File: config.mk
export PLATFORM = sky130hd
export DESIGN_NAME = alu_wb_buf_flat
export DESIGN_NICKNAME = d
export VERILOG_FILES = /design/src/rtl/alu_wb_buf_if.sv /design/src/rtl/alu_wb_buf.sv /design/src/flat_wrapper.sv
export SDC_FILE = /design/constraint.sdc
export NUM_CORES = 1
export LEC_CHECK = 0
export CAP_MARGIN = 15
export CORE_AREA = 5 5 159 161
export DETAILED_ROUTE_END_ITERATION = 6
export DIE_AREA = 0 0 164 166
export PLACE_DENSITY = 0.55
export SLEW_MARGIN = 15
export SYNTH_ARGS = -nofsm -noshare
export SYNTH_HDL_FRONTEND = slang
export SYNTH_SLANG_ARGS = --single-unit
File: constraint.sdc
create_clock -name clk -period 4.4 [get_ports clk]
set_clock_uncertainty 0.1 [all_clocks]
set_input_delay 1.1 -clock clk [delete_from_list [all_inputs] [get_ports clk]]
set_output_delay 1.1 -clock clk [all_outputs]
set_load 0.005 [all_outputs]
File: src/rtl/alu_wb_buf_if.sv
// Bundle of the ALU result, LSU write, regfile port, forwarding and status signals of
// alu_wb_buf.
//  master: drives the ALU/LSU/lookup inputs and observes the outputs (pipeline side).
//  slave : the writeback buffer itself.
interface alu_wb_buf_if #(
  parameter int unsigned DEPTH = 2,
  parameter int unsigned XLEN  = 32,
  parameter int unsigned RIDX  = 5
);
  localparam int unsigned CW = $clog2(DEPTH + 1);

  logic            i_alu_vld;
  logic            o_alu_rdy;
  logic [RIDX-1:0] i_alu_rd_idx;
  logic            i_alu_rd_wen;
  logic [XLEN-1:0] i_alu_wdat;
  logic            i_lsu_wen;
  logic [RIDX-1:0] i_lsu_rd_idx;
  logic [XLEN-1:0] i_lsu_wdat;
  logic            o_rf_wen;
  logic [RIDX-1:0] o_rf_widx;
  logic [XLEN-1:0] o_rf_wdat;
  logic [RIDX-1:0] i_fwd_rs1_idx;
  logic            o_fwd_rs1_hit;
  logic [XLEN-1:0] o_fwd_rs1_dat;
  logic [RIDX-1:0] i_fwd_rs2_idx;
  logic            o_fwd_rs2_hit;
  logic [XLEN-1:0] o_fwd_rs2_dat;
  logic [CW-1:0]   o_cnt;

  modport master (
    output i_alu_vld, i_alu_rd_idx, i_alu_rd_wen, i_alu_wdat,
    output i_lsu_wen, i_lsu_rd_idx, i_lsu_wdat,
    output i_fwd_rs1_idx, i_fwd_rs2_idx,
    input  o_alu_rdy, o_rf_wen, o_rf_widx, o_rf_wdat,
    input  o_fwd_rs1_hit, o_fwd_rs1_dat, o_fwd_rs2_hit, o_fwd_rs2_dat, o_cnt
  );

  modport slave (
    input  i_alu_vld, i_alu_rd_idx, i_alu_rd_wen, i_alu_wdat,
    input  i_lsu_wen, i_lsu_rd_idx, i_lsu_wdat,
    input  i_fwd_rs1_idx, i_fwd_rs2_idx,
    output o_alu_rdy, o_rf_wen, o_rf_widx, o_rf_wdat,
    output o_fwd_rs1_hit, o_fwd_rs1_dat, o_fwd_rs2_hit, o_fwd_rs2_dat, o_cnt
  );
endinterface

File: src/rtl/alu_wb_buf.sv
// Writeback buffer between the ALU and the single regfile write port. ALU results are
// queued in order and drained when the LSU does not claim the port; an LSU write kills
// queued ALU writes to the same register. Pending live results are forwarded to two
// operand lookups (youngest wins).
// Ports:
//  clk  clock, rising edge
//  rst  asynchronous reset, active-high
//  bus  alu_wb_buf_if.slave: ALU in/ready, LSU in, regfile port out, rs1/rs2 forwarding,
//       occupancy count
module alu_wb_buf #(
  parameter int unsigned DEPTH = 2,
  parameter int unsigned XLEN  = 32,
  parameter int unsigned RIDX  = 5
) (
  input logic         clk,
  input logic         rst,
  alu_wb_buf_if.slave bus
);
  localparam int unsigned PW = $clog2(DEPTH);
  localparam int unsigned CW = $clog2(DEPTH + 1);

  logic [PW-1:0]   wr_ptr_q, wr_ptr_d, rd_ptr_q, rd_ptr_d;
  logic [CW-1:0]   cnt_q, cnt_d;
  logic [DEPTH-1:0] live_q, live_d;
  logic [RIDX-1:0] idx_q [DEPTH];
  logic [XLEN-1:0] dat_q [DEPTH];

  logic rdy, empty, push, pop, kill;
  logic [PW-1:0] slot;

  // Ready ignores a same-cycle pop so the LSU never reaches ready combinationally.
  assign rdy   = !rst && (cnt_q < CW'(DEPTH));
  assign empty = (cnt_q == '0);
  assign push  = bus.i_alu_vld && rdy && bus.i_alu_rd_wen && (bus.i_alu_rd_idx != '0);
  assign pop   = !bus.i_lsu_wen && !empty;
  assign kill  = bus.i_lsu_wen && (bus.i_lsu_rd_idx != '0);

  assign bus.o_alu_rdy = rdy;
  assign bus.o_cnt     = cnt_q;

  // Port mux. State is already cleared during reset; only the LSU path needs gating.
  always_comb begin
    bus.o_rf_wen  = 1'b0;
    bus.o_rf_widx = '0;
    bus.o_rf_wdat = '0;
    if (!rst) begin
      if (bus.i_lsu_wen) begin
        if (bus.i_lsu_rd_idx != '0) begin
          bus.o_rf_wen  = 1'b1;
          bus.o_rf_widx = bus.i_lsu_rd_idx;
          bus.o_rf_wdat = bus.i_lsu_wdat;
        end
      end else if (!empty && live_q[rd_ptr_q]) begin
        bus.o_rf_wen  = 1'b1;
        bus.o_rf_widx = idx_q[rd_ptr_q];
        bus.o_rf_wdat = dat_q[rd_ptr_q];
      end
    end
  end

  // Forwarding: walk oldest to youngest so the last match is the youngest. Free and
  // killed slots have live=0, so no occupancy check is needed.
  always_comb begin
    bus.o_fwd_rs1_hit = 1'b0;
    bus.o_fwd_rs1_dat = '0;
    bus.o_fwd_rs2_hit = 1'b0;
    bus.o_fwd_rs2_dat = '0;
    slot              = rd_ptr_q;
    for (int unsigned k = 0; k < DEPTH; k++) begin
      slot = rd_ptr_q + PW'(k);
      if (live_q[slot] && (bus.i_fwd_rs1_idx != '0) && (idx_q[slot] == bus.i_fwd_rs1_idx)) begin
        bus.o_fwd_rs1_hit = 1'b1;
        bus.o_fwd_rs1_dat = dat_q[slot];
      end
      if (live_q[slot] && (bus.i_fwd_rs2_idx != '0) && (idx_q[slot] == bus.i_fwd_rs2_idx)) begin
        bus.o_fwd_rs2_hit = 1'b1;
        bus.o_fwd_rs2_dat = dat_q[slot];
      end
    end
  end

  // Next state: kill, then pop, then push (the entry accepted now is never killed).
  always_comb begin
    live_d = live_q;
    for (int unsigned i = 0; i < DEPTH; i++) begin
      if (kill && (idx_q[i] == bus.i_lsu_rd_idx)) live_d[i] = 1'b0;
    end
    if (pop)  live_d[rd_ptr_q] = 1'b0;
    if (push) live_d[wr_ptr_q] = 1'b1;

    wr_ptr_d = push ? wr_ptr_q + PW'(1) : wr_ptr_q;
    rd_ptr_d = pop  ? rd_ptr_q + PW'(1) : rd_ptr_q;

    unique case ({push, pop})
      2'b10:   cnt_d = cnt_q + CW'(1);
      2'b01:   cnt_d = cnt_q - CW'(1);
      default: cnt_d = cnt_q;
    endcase
  end

  always_ff @(posedge clk or posedge rst) begin
    if (rst) begin
      wr_ptr_q <= '0;
      rd_ptr_q <= '0;
      cnt_q    <= '0;
      live_q   <= '0;
    end else begin
      wr_ptr_q <= wr_ptr_d;
      rd_ptr_q <= rd_ptr_d;
      cnt_q    <= cnt_d;
      live_q   <= live_d;
    end
  end

  // Payload needs no reset: it is only observed through live bits.
  always_ff @(posedge clk) begin
    if (push) begin
      idx_q[wr_ptr_q] <= bus.i_alu_rd_idx;
      dat_q[wr_ptr_q] <= bus.i_alu_wdat;
    end
  end
endmodule

File: src/flat_wrapper.sv
// flat-port wrapper written by rule: the top's interface ports become plain ports
module alu_wb_buf_flat 
#(
  parameter int unsigned DEPTH = 2,
  parameter int unsigned XLEN  = 32,
  parameter int unsigned RIDX  = 5
)
  (clk, rst, bus_i_alu_vld, bus_i_alu_rd_idx, bus_i_alu_rd_wen, bus_i_alu_wdat, bus_i_lsu_wen, bus_i_lsu_rd_idx, bus_i_lsu_wdat, bus_i_fwd_rs1_idx, bus_i_fwd_rs2_idx, bus_o_alu_rdy, bus_o_rf_wen, bus_o_rf_widx, bus_o_rf_wdat, bus_o_fwd_rs1_hit, bus_o_fwd_rs1_dat, bus_o_fwd_rs2_hit, bus_o_fwd_rs2_dat, bus_o_cnt);
  alu_wb_buf_if #(.DEPTH(DEPTH), .XLEN(XLEN), .RIDX(RIDX)) bus_i ();
  input logic clk;
  input logic rst;
  input wire logic [$bits(bus_i.i_alu_vld)-1:0] bus_i_alu_vld;
  input wire logic [$bits(bus_i.i_alu_rd_idx)-1:0] bus_i_alu_rd_idx;
  input wire logic [$bits(bus_i.i_alu_rd_wen)-1:0] bus_i_alu_rd_wen;
  input wire logic [$bits(bus_i.i_alu_wdat)-1:0] bus_i_alu_wdat;
  input wire logic [$bits(bus_i.i_lsu_wen)-1:0] bus_i_lsu_wen;
  input wire logic [$bits(bus_i.i_lsu_rd_idx)-1:0] bus_i_lsu_rd_idx;
  input wire logic [$bits(bus_i.i_lsu_wdat)-1:0] bus_i_lsu_wdat;
  input wire logic [$bits(bus_i.i_fwd_rs1_idx)-1:0] bus_i_fwd_rs1_idx;
  input wire logic [$bits(bus_i.i_fwd_rs2_idx)-1:0] bus_i_fwd_rs2_idx;
  output wire logic [$bits(bus_i.o_alu_rdy)-1:0] bus_o_alu_rdy;
  output wire logic [$bits(bus_i.o_rf_wen)-1:0] bus_o_rf_wen;
  output wire logic [$bits(bus_i.o_rf_widx)-1:0] bus_o_rf_widx;
  output wire logic [$bits(bus_i.o_rf_wdat)-1:0] bus_o_rf_wdat;
  output wire logic [$bits(bus_i.o_fwd_rs1_hit)-1:0] bus_o_fwd_rs1_hit;
  output wire logic [$bits(bus_i.o_fwd_rs1_dat)-1:0] bus_o_fwd_rs1_dat;
  output wire logic [$bits(bus_i.o_fwd_rs2_hit)-1:0] bus_o_fwd_rs2_hit;
  output wire logic [$bits(bus_i.o_fwd_rs2_dat)-1:0] bus_o_fwd_rs2_dat;
  output wire logic [$bits(bus_i.o_cnt)-1:0] bus_o_cnt;
  assign bus_i.i_alu_vld = bus_i_alu_vld;
  assign bus_i.i_alu_rd_idx = bus_i_alu_rd_idx;
  assign bus_i.i_alu_rd_wen = bus_i_alu_rd_wen;
  assign bus_i.i_alu_wdat = bus_i_alu_wdat;
  assign bus_i.i_lsu_wen = bus_i_lsu_wen;
  assign bus_i.i_lsu_rd_idx = bus_i_lsu_rd_idx;
  assign bus_i.i_lsu_wdat = bus_i_lsu_wdat;
  assign bus_i.i_fwd_rs1_idx = bus_i_fwd_rs1_idx;
  assign bus_i.i_fwd_rs2_idx = bus_i_fwd_rs2_idx;
  assign bus_o_alu_rdy = bus_i.o_alu_rdy;
  assign bus_o_rf_wen = bus_i.o_rf_wen;
  assign bus_o_rf_widx = bus_i.o_rf_widx;
  assign bus_o_rf_wdat = bus_i.o_rf_wdat;
  assign bus_o_fwd_rs1_hit = bus_i.o_fwd_rs1_hit;
  assign bus_o_fwd_rs1_dat = bus_i.o_fwd_rs1_dat;
  assign bus_o_fwd_rs2_hit = bus_i.o_fwd_rs2_hit;
  assign bus_o_fwd_rs2_dat = bus_i.o_fwd_rs2_dat;
  assign bus_o_cnt = bus_i.o_cnt;
  alu_wb_buf #(.DEPTH(DEPTH), .XLEN(XLEN), .RIDX(RIDX)) u_core (.clk(clk), .rst(rst), .bus(bus_i));
endmodule
Word-level counts from Yosys, hierarchy flattened

Memory sizes are Yosys's and may differ from the RTL's.
Cells that the tools add are included.

Input port bits: 89
RAM bits: 74
Memories: 2
Logic and storage cells: 90
Output and inout bits: 107
Register bits: 6

Mux-type cells: 35
Add/subtract/negate cells: 4
$lt $le $gt $ge: 6
Equal/unequal tests: 8
Bitwise gates (word level): 3
Reductions and logical operators: 28

Memories:

| memory       | depth | width | read ports | clocked after Yosys merged registers in | wr ports | RTL line         | text |
|---|---|---|---|---|---|---|---|
| u_core.dat_q | 2     | 32    | 2          | 0                                       | 1        | alu_wb_buf.sv:26 | `logic [XLEN-1:0] dat_q [DEPTH];` |
| u_core.idx_q | 2     | 5     | 4          | 0                                       | 1        | alu_wb_buf.sv:25 | `logic [RIDX-1:0] idx_q [DEPTH];` |

Operators by type and width:

| operator                                                                      | number |
|---|---|
| 32-bit two-way mux                                                            | 8 |
| 5-bit equality test                                                           | 6 |
| 5-bit two-way mux                                                             | 4 |
| 5-bit nonzero test                                                            | 4 |
| 1-bit logical AND                                                             | 19 |
| 1-bit two-way mux                                                             | 18 |
| 1-bit by 2-bit less-than comparator with 1-bit output (second input constant) | 3 |
| 2-bit two-way mux                                                             | 2 |
| 2-bit one-hot mux with 2 select lines                                         | 1 |
| 1-bit logical NOT                                                             | 3 |
| 1-bit adder (second input constant)                                           | 2 |
| 2-bit by 1-bit adder with 2-bit output (second input constant)                | 1 |
| 2-bit bitwise AND                                                             | 1 |
| 1-bit demux with 1-bit select                                                 | 2 |
| 2-bit by 1-bit equality test with 1-bit output (second input constant)        | 1 |
| 2-bit equality test (second input constant)                                   | 1 |
| 1-bit >= comparator (second input constant)                                   | 2 |
| 2-bit logical NOT                                                             | 1 |
| 2-bit less-than comparator (second input constant)                            | 1 |
| 2-bit NOT                                                                     | 1 |
| 2-bit bitwise OR                                                              | 1 |
| 2-bit nonzero test                                                            | 1 |
| 2-bit by 1-bit subtractor with 2-bit output (second input constant)           | 1 |

Depth between registers and ports, before layout

Gate-level depths: netlist of the first run.

Depth after elaboration: 9
Mapped depth: 8
Mapped depth without buffers: 7

Worst setup path after synthesis of the first run

Ideal clock, no wire load.

Path type: in2reg
From: in rst
To: mem u_core.dat_q[1][0] (enable)
Required time: 3.867 ns
Data arrival time: 3.150 ns
Cell stages on the path: 3
Library setup time: 0.433 ns
Path buffers: 0
Setup slack: 0.717 ns
Path through: nor2_1 -> o2111ai_1 -> nor2_1

Word-level cells in the longest chain between the ends: 7

Ends and longest elaborated chain:

| what                                    | RTL line           | text |
|---|---|---|
| start: declaration                      | flat_wrapper.sv:11 | `input logic rst;` |
| 1-bit logical NOT                       | n/a                |  |
| 1-bit logical AND                       | alu_wb_buf.sv:32   | `assign rdy = !rst && (cnt_q < CW'(DEPTH));` |
| 1-bit logical AND (3 in a row)          | alu_wb_buf.sv:34   | `assign push = bus.i_alu_vld && rdy && bus.i_alu_rd_wen && (bus.i_alu_rd_idx != '0);` |
| 1-bit two-way mux                       | alu_wb_buf.sv:117  | `if (push) begin` |
| 1-bit two-way mux (implied by the code) | alu_wb_buf.sv:119  | `dat_q[wr_ptr_q] <= bus.i_alu_wdat;` |
| end: declaration                        | alu_wb_buf.sv:26   |  |

Every way passes these cells.

Final worst setup path of the first run

From: in bus_i_fwd_rs1_idx[3]
To: out bus_o_fwd_rs1_dat[13]

Word-level cells in the longest chain between the ends: 5
Elaborated cells on any way between the ends: 9
Those cells by class: eq/ne (2); mux (2); reduce/logical (5)

Ends and longest elaborated chain:

| what                           | RTL line           | text |
|---|---|---|
| start: declaration             | flat_wrapper.sv:19 | `input wire logic [$bits(bus_i.i_fwd_rs1_idx)-1:0] bus_i_fwd_rs1_idx;` |
| 5-bit nonzero test             | alu_wb_buf.sv:71   | `if (live_q[slot] && (bus.i_fwd_rs1_idx != '0) && (idx_q[slot] == bus.i_fwd_rs1_idx)) begin` |
| 1-bit logical AND (2 in a row) | alu_wb_buf.sv:71   |  |
| 32-bit two-way mux             | alu_wb_buf.sv:71   |  |
| 32-bit two-way mux (*)         | alu_wb_buf.sv:71   |  |
| end: declaration               | flat_wrapper.sv:26 | `output wire logic [$bits(bus_i.o_fwd_rs1_dat)-1:0] bus_o_fwd_rs1_dat;` |

Mark *: on every way between the ends. The rest lies on a longest branch, timed or not.

==> impl_metrics.toml, run 1 <==
[power]
seqPwrFrac_pct = 31.2
p_per_area_mw_per_mm2 = 369.0
max-vdd-ir-drop_v = 0.0001751
p_leak_nw = 3.861
switching_share_pct = 36.02
clkPwrFrac_pct = 24.0
comb_power_share_pct = 44.8
p_int_mw = 2.005
p_switching_mw = 1.129

[finish]
drive_gt1_share_pct = 17.57
final_common_cell = "mux2i_1"
area_growth_pct = 58.44
nNetsFinal = 785
nFillCells = 2466
final_cell_mix = "mux2i_1, dlygate4sd2_1, clkdlybuf4s50_1, edfxtp_1, nand3_1"
fin_cells = 1024
antennaDiodeCount = 0

[cts]
h-tree-depth = 3
cts-root-buf = "clkbuf_16"
holdBufCountCts = 0
insertion_delay_ns = 0.34
cts.sinks = 80
numCtsBuffers = 9
cts_buffer_depth = 2
cts_tree = "built"
clk_pin_slew_ns = 0.06

[setup_path]
crit_type = "in -> out"
r2r-start = "u_core.bus.o_cnt[1]$_DFFE_PP0P_"
rr_endpoint = "u_core.dat_q[0][7]$_DFFE_PP_"
arrival_ns = 3.11
r2r_slack_ns = 2.09
crit_required_ns = 3.20
start_kind = "primary input"
cp-end-kind = "primary output"
crit_fanout = 14
reg2reg_depth = 5

[job]
drv_cap = 0

[detailed_routing]
antenna_left = 0
dr.pass1.iters = 5
vias = 4731
drc = 0
drtIter0Drc = 249
wl_per_cell_um = 20.67
via_per_inst = 4.620
drt_wl_total_um = 21170

[outcome]
status = "finished, final reports clean"

[synthesis]
synth_cell_types = 31
seq_area_frac_synth_pct = 44.27
avgSynthCellArea_um2 = 11.23
syn_area_mm2 = 0.005359
ys_ff_latch = 80
synth_fp_nets = 567
synthCells = 477
ys_warn_count = 0

[floorplan]
rows = 57
fp.dieArea_mm2 = 0.02722
core_area_mm2 = 0.02382
initial_core_util_pct = 22.50
ioPinCount = 196
die_h_um = 166
die_w_um = 164

[placement]
portBuffers = 195
placedCellCount = 994
gp_congestion = 0.7429
dp_hpwl_um = 14290

[sta]
fmax_mhz = 231.8
finalCritPeriodShare_pct = 98.05
rsz0062_at_grt = "no"
worstMarginPinSlew_ns = 0.8968
max-slew-margin-rel_pct = 40.21
maxSlewViolCount = 0
min_period_ns = 4.314
hold_viol = 0
setup_viol = 0
worst_hold_slack_ns = 0.4502

[grt]
grt-ovfl-total = 0
grt_pass1_wl_um = 32190
grt_max_degree = 41
antenna_found_initial = 1
track_usage_pct = 15.52
grt_pass1_vias = 5233

[worst_hold_path]
min_path_type = "reg -> reg"
min_to = "u_core.bus.o_cnt[0]$_DFFE_PP0P_"
hold_start = "u_core.bus.o_cnt[0]$_DFFE_PP0P_"
hold_depth = 1
per-layer routing:
layer | up-vias | global-route usage, % | share of wire, %
li1 | 2246 | - | -
met1 | 2305 | 20.51 | 45
met2 | 154 | 25.56 | 47
met3 | 24 | 3.251 | 6.3
met4 | 2 | 4.522 | 1.6
met5 | - | 0 | 0.033
final cells by class:
cell class | instances | area, µm² | share of cell area (%)
multi-input combinational | 353 | 2820 | 33.22
sequential | 80 | 2376 | 27.98
clock inverter | 5 | 58.81 | 0.6926
clock buffer | 11 | 232.7 | 2.741
timing repair buffer | 248 | 2586 | 30.46
tap | 324 | 405.4 | 4.775
inverter | 3 | 11.26 | 0.1326
cells in the mapped netlist (all sizes together):
master | count | area, µm²
dfrtp | 6 | 150.1
a31o | 1 | 8.760
nor3b | 1 | 7.510
xor2 | 15 | 131.4
o21ai | 1 | 5.000
buf | 19 | 150.1
or4 | 6 | 45.04
inv | 3 | 11.26
or2 | 1 | 6.260
nand4 | 7 | 43.79
a22oi | 32 | 240.2
nor2 | 48 | 180.2
a2bb2oi | 5 | 43.79
or3 | 1 | 6.260
edfxtp | 74 | 2222
nand3 | 61 | 305.3
mux2i | 108 | 1085
ha | 1 | 12.51
nand2 | 5 | 18.77
nor3 | 3 | 20.02
nor4 | 2 | 25.02
xnor2 | 20 | 175.2
o22ai | 1 | 6.260
o2111ai | 1 | 8.760
o21a | 1 | 7.510
mux2 | 32 | 360.4
clkbuf | 22 | 82.58
cell families (layout without fill, tap and decap cells):
kind of cell    Yosys count  after routing  share of synthesized area (%)
compound gates           42             42                          5.977
flops                    80             80                          44.27
simple gates            135            135                          12.28
xor+xnor                 35             35                          5.720
fa+ha+maj                 1              1                         0.2334
mux                     140            140                          26.97
buf+inv                  44            267                          4.553
critical path, cell delays in order:
cell and delay, ns:
dlygate4sd2_1 0.27, buf_4 0.15, or4_4 0.52, nor2_4 0.13, buf_4 0.13, nor4_4 0.04, buf_6 0.18, buf_12 0.16
nand3_1 0.09, mux2i_1 0.07, dlygate4sd2_1 0.28
through the flow:
step | setup slack (ns) | total power [mW] | TNS (ns) | util (%) | cell area (µm²)
4_1_cts | -0.04336 | 3.175 | -0.09621 | 35.52 | 8461
3_3_place_gp | -0.4238 | 2.395 | -24.77 | 33.50 | 7980
6_report | 0.08566 | 3.133 | 0 | 35.64 | 8491
5_1_grt | 0.0003808 | 3.312 | 0 | 35.64 | 8491
3_5_place_dp | -0.4265 | 2.396 | -24.64 | 33.50 | 7980
2_1_floorplan | 0.7170 | 1.809 | 0 | - | 5359
worst max-delay path by stage:
stage	from	end
6_report	bus_i_fwd_rs1_idx[3]	bus_o_fwd_rs1_dat[13]
5_1_grt	bus_i_fwd_rs2_idx[1]	bus_o_fwd_rs2_dat[17]
4_1_cts	bus_i_fwd_rs1_idx[4]	bus_o_fwd_rs1_dat[15]
2_1_floorplan	rst	u_core.dat_q[1][0]$_DFFE_PP_
3_3_place_gp	bus_i_fwd_rs2_idx[4]	bus_o_fwd_rs2_dat[0]
3_5_place_dp	bus_i_fwd_rs2_idx[4]	bus_o_fwd_rs2_dat[5]
state kept, by name (all words and copies together) (netlist names):
signal	flops
u_core.bus.o_cnt	2
u_core.idx_q	10
u_core.rd_ptr_q	1
u_core.wr_ptr_q	1
u_core.live_q	2
u_core.dat_q	64
timing repair:
action / in CTS / in global routing
endpoints found under the setup margin: 97 / 38
pin swaps: 5 / 3
gates cloned: 6 / 0
gates resized for setup: 128 / 17
buffers inserted: 8 / 0
power by group through the flow:
stage | sequential [mW] | combinational (mW) | clock [mW]
final | 0.979 | 1.40 | 0.752
after global routing | 0.987 | 1.52 | 0.803
after CTS | 0.979 | 1.42 | 0.777
after detailed placement | 0.995 | 1.40 | 0
after global placement | 0.992 | 1.40 | 0
after floorplan | 0.952 | 0.857 | 0
Power figures use the tool's default switching activity.
==> inputs of run 2 (changes only) <==
- CORE_AREA: 5 5 159 161 -> 5 5 153 155
- DIE_AREA: 0 0 164 166 -> 0 0 158 160
- PLACE_DENSITY: 0.55 -> 0.57
==> run 2 against run 1 <==
  * Maximum frequency decreased by 1.1%
  * Routed wire length increased by 0.46%
  * Flip-flop and latch count unchanged
  * Power increased by 5.2%
  * Sequential share of layout area decreased by 0.37 points
  * Largest cell class unchanged
  * Final area increased by 1.3%
  * Highest routed layer is now met4
  * Count of clock-buffer cells in the layout decreased by 2
  * Critical path depth decreased by 3
  * Hold slack got worse by 0.014 ns
  * Global-route usage increased by 1.1 points
==> impl_metrics.toml, run 2 (synthesis results as in run 1) <==
[setup_path]
crit_type = "in -> out"
r2r-start = "u_core.bus.o_cnt[1]$_DFFE_PP0P_"
start_kind = "primary input"
arrival_ns = 3.16
startpoint = "bus_i_fwd_rs2_idx[2]"
crit_required_ns = 3.20
cp-end-kind = "primary output"
crit_fanout = 5

[placement]
dpl_cell_area_mm2 = 0.007973
gp_congestion = 0.8757
portBuffers = 195
pre_cts_slack_ns = -0.5633
dp_hpwl_um = 14640

[finish]
nNetsFinal = 801
regMostFlops = "u_core.dat_q"
drive_gt1_share_pct = 24.20
postLayoutCellArea_mm2 = 0.008603
final_common_cell = "mux2i_1"
area_growth_pct = 60.54
antennaDiodeCount = 0
largest_register_ffs = 64
final_cell_mix = "mux2i_1, clkdlybuf4s50_1, edfxtp_1, dlygate4sd2_1, nand3_1"
nFillCells = 2106
top_regs = "u_core.dat_q x64, u_core.idx_q x10"

[detailed_routing]
drt_wl_total_um = 21260
dr.pass1.iters = 5
drc = 0
drtIter0Drc = 262
via_per_inst = 4.897
antenna_left = 0
wl_per_cell_um = 21.37
vias = 4873

[floorplan]
fp.dieArea_mm2 = 0.02528
rows = 54
core_area_mm2 = 0.02169
die_h_um = 160
ioPinCount = 196
die_w_um = 158
initial_core_util_pct = 24.71

[sta]
tns_ns = 0
max-slew-margin-rel_pct = 40.34
maxSlewViolCount = 0
finalCritPeriodShare_pct = 99.17
rsz0062_at_grt = "no"
min_period_ns = 4.364
worst_hold_slack_ns = 0.4361
hold_viol = 0
setup_viol = 0
fmax_mhz = 229.2
setup_slack_ns = 0.03646
worstMarginPinSlew_ns = 0.8949

[cts]
numCtsBuffers = 9
holdBufCountCts = 0
cts_buffer_depth = 2
clk_pin_slew_ns = 0.06
h-tree-depth = 3
cts.sinks = 80
cts-root-buf = "clkbuf_16"
cts_tree = "built"
insertion_delay_ns = 0.34

[job]
drv_cap = 0

[power]
p_leak_nw = 3.857
power.total_mw = 3.296
p_per_area_mw_per_mm2 = 383.1
max-vdd-ir-drop_v = 0.0002027

[grt]
grt_pass1_vias = 5334
antenna_found_initial = 0
grt-ovfl-total = 0
track_usage_pct = 16.62
grt_max_degree = 48
grt_pass1_wl_um = 32170

[worst_hold_path]
min_path_type = "reg -> reg"
hold_start = "u_core.bus.o_cnt[1]$_DFFE_PP0P_"

[outcome]
status = "finished, final reports clean"
==> run 2: changes by cell type in the layout (fill, tap and decap cells not counted), sizes merged, moves of 2 or more <==
cell / delta
buf: +26
bufbuf: +2
bufinv: +2
clkbuf: +8
clkinvlp: -2
dlygate4sd2: -20
dlymetal6s2s: -3
==> run 2: path summary, 6_finish.rpt <==
path	endpoint	slack [ns]	cells past startpoint
setup / recovery	bus_o_fwd_rs2_dat[29]	0.04	8
hold / removal	u_core.bus.o_cnt[1]$_DFFE_PP0P_	0.44	1
setup reg to reg	u_core.dat_q[1][7]$_DFFE_PP_	2.30	5
hold reg to reg	u_core.bus.o_cnt[1]$_DFFE_PP0P_	0.44	1
max in group asynchronous	u_core.rd_ptr_q$_DFFE_PP0P_	2.95	2
min in group asynchronous	u_core.bus.o_cnt[0]$_DFFE_PP0P_	1.02	2
==> run 2: cell type report <==
class | count | area, µm² | share of cell area [%]
clock buffer | 9 | 225.2 | 2.618
sequential | 80 | 2376 | 27.62
multi-input combinational | 353 | 2904 | 33.76
inverter | 3 | 11.26 | 0.1309
timing repair buffer | 264 | 2628 | 30.54
tap | 280 | 350.3 | 4.072
clock inverter | 6 | 108.9 | 1.265
==> run 2: what timing repair did <==
| item | CTS | global route |
|---|---|---|
| cloned | 7 | 0 |
| buffers inserted | 13 | 2 |
| endpoints found under the setup margin | 99 | 51 |
| pin swaps | 5 | 5 |
| gates resized for setup | 187 | 31 |
==> run 2: worst max-delay path, stage by stage <==
cell and delay (ns):
clkdlybuf4s50_1 0.43, buf_4 0.16, xnor2_1 0.12, or4_4 0.57, buf_4 0.18, buf_12 0.13
mux2i_2 0.20, dlygate4sd2_1 0.27
==> run 2: stage by stage <==
stage	utilization (%)	cells
5_1_grt	39.67	995
2_1_floorplan	-	477
6_report	39.67	995
3_3_place_gp	36.76	958
4_1_cts	39.74	993
3_5_place_dp	36.76	958
==> run 2: layer usage <==
| layer | part of all wire (%) | GRT usage [%] | vias to the layer above |
|---|---|---|---|
| met5 | 0 | 0 | - |
| met4 | 1.0 | 3.684 | 0 |
| met3 | 6.6 | 3.329 | 14 |
| met2 | 50 | 28.68 | 192 |
| met1 | 42 | 21.41 | 2398 |
| li1 | - | - | 2269 |
==> run 2: power breakdown <==
part / switching, mW / internal [mW] / leakage (nW)
Combinational: 0.753 / 0.709 / 2.95
Sequential: 0.0737 / 0.904 / 0.741
Clock: 0.306 / 0.550 / 0.165
Total: 1.13 / 2.16 / 3.86
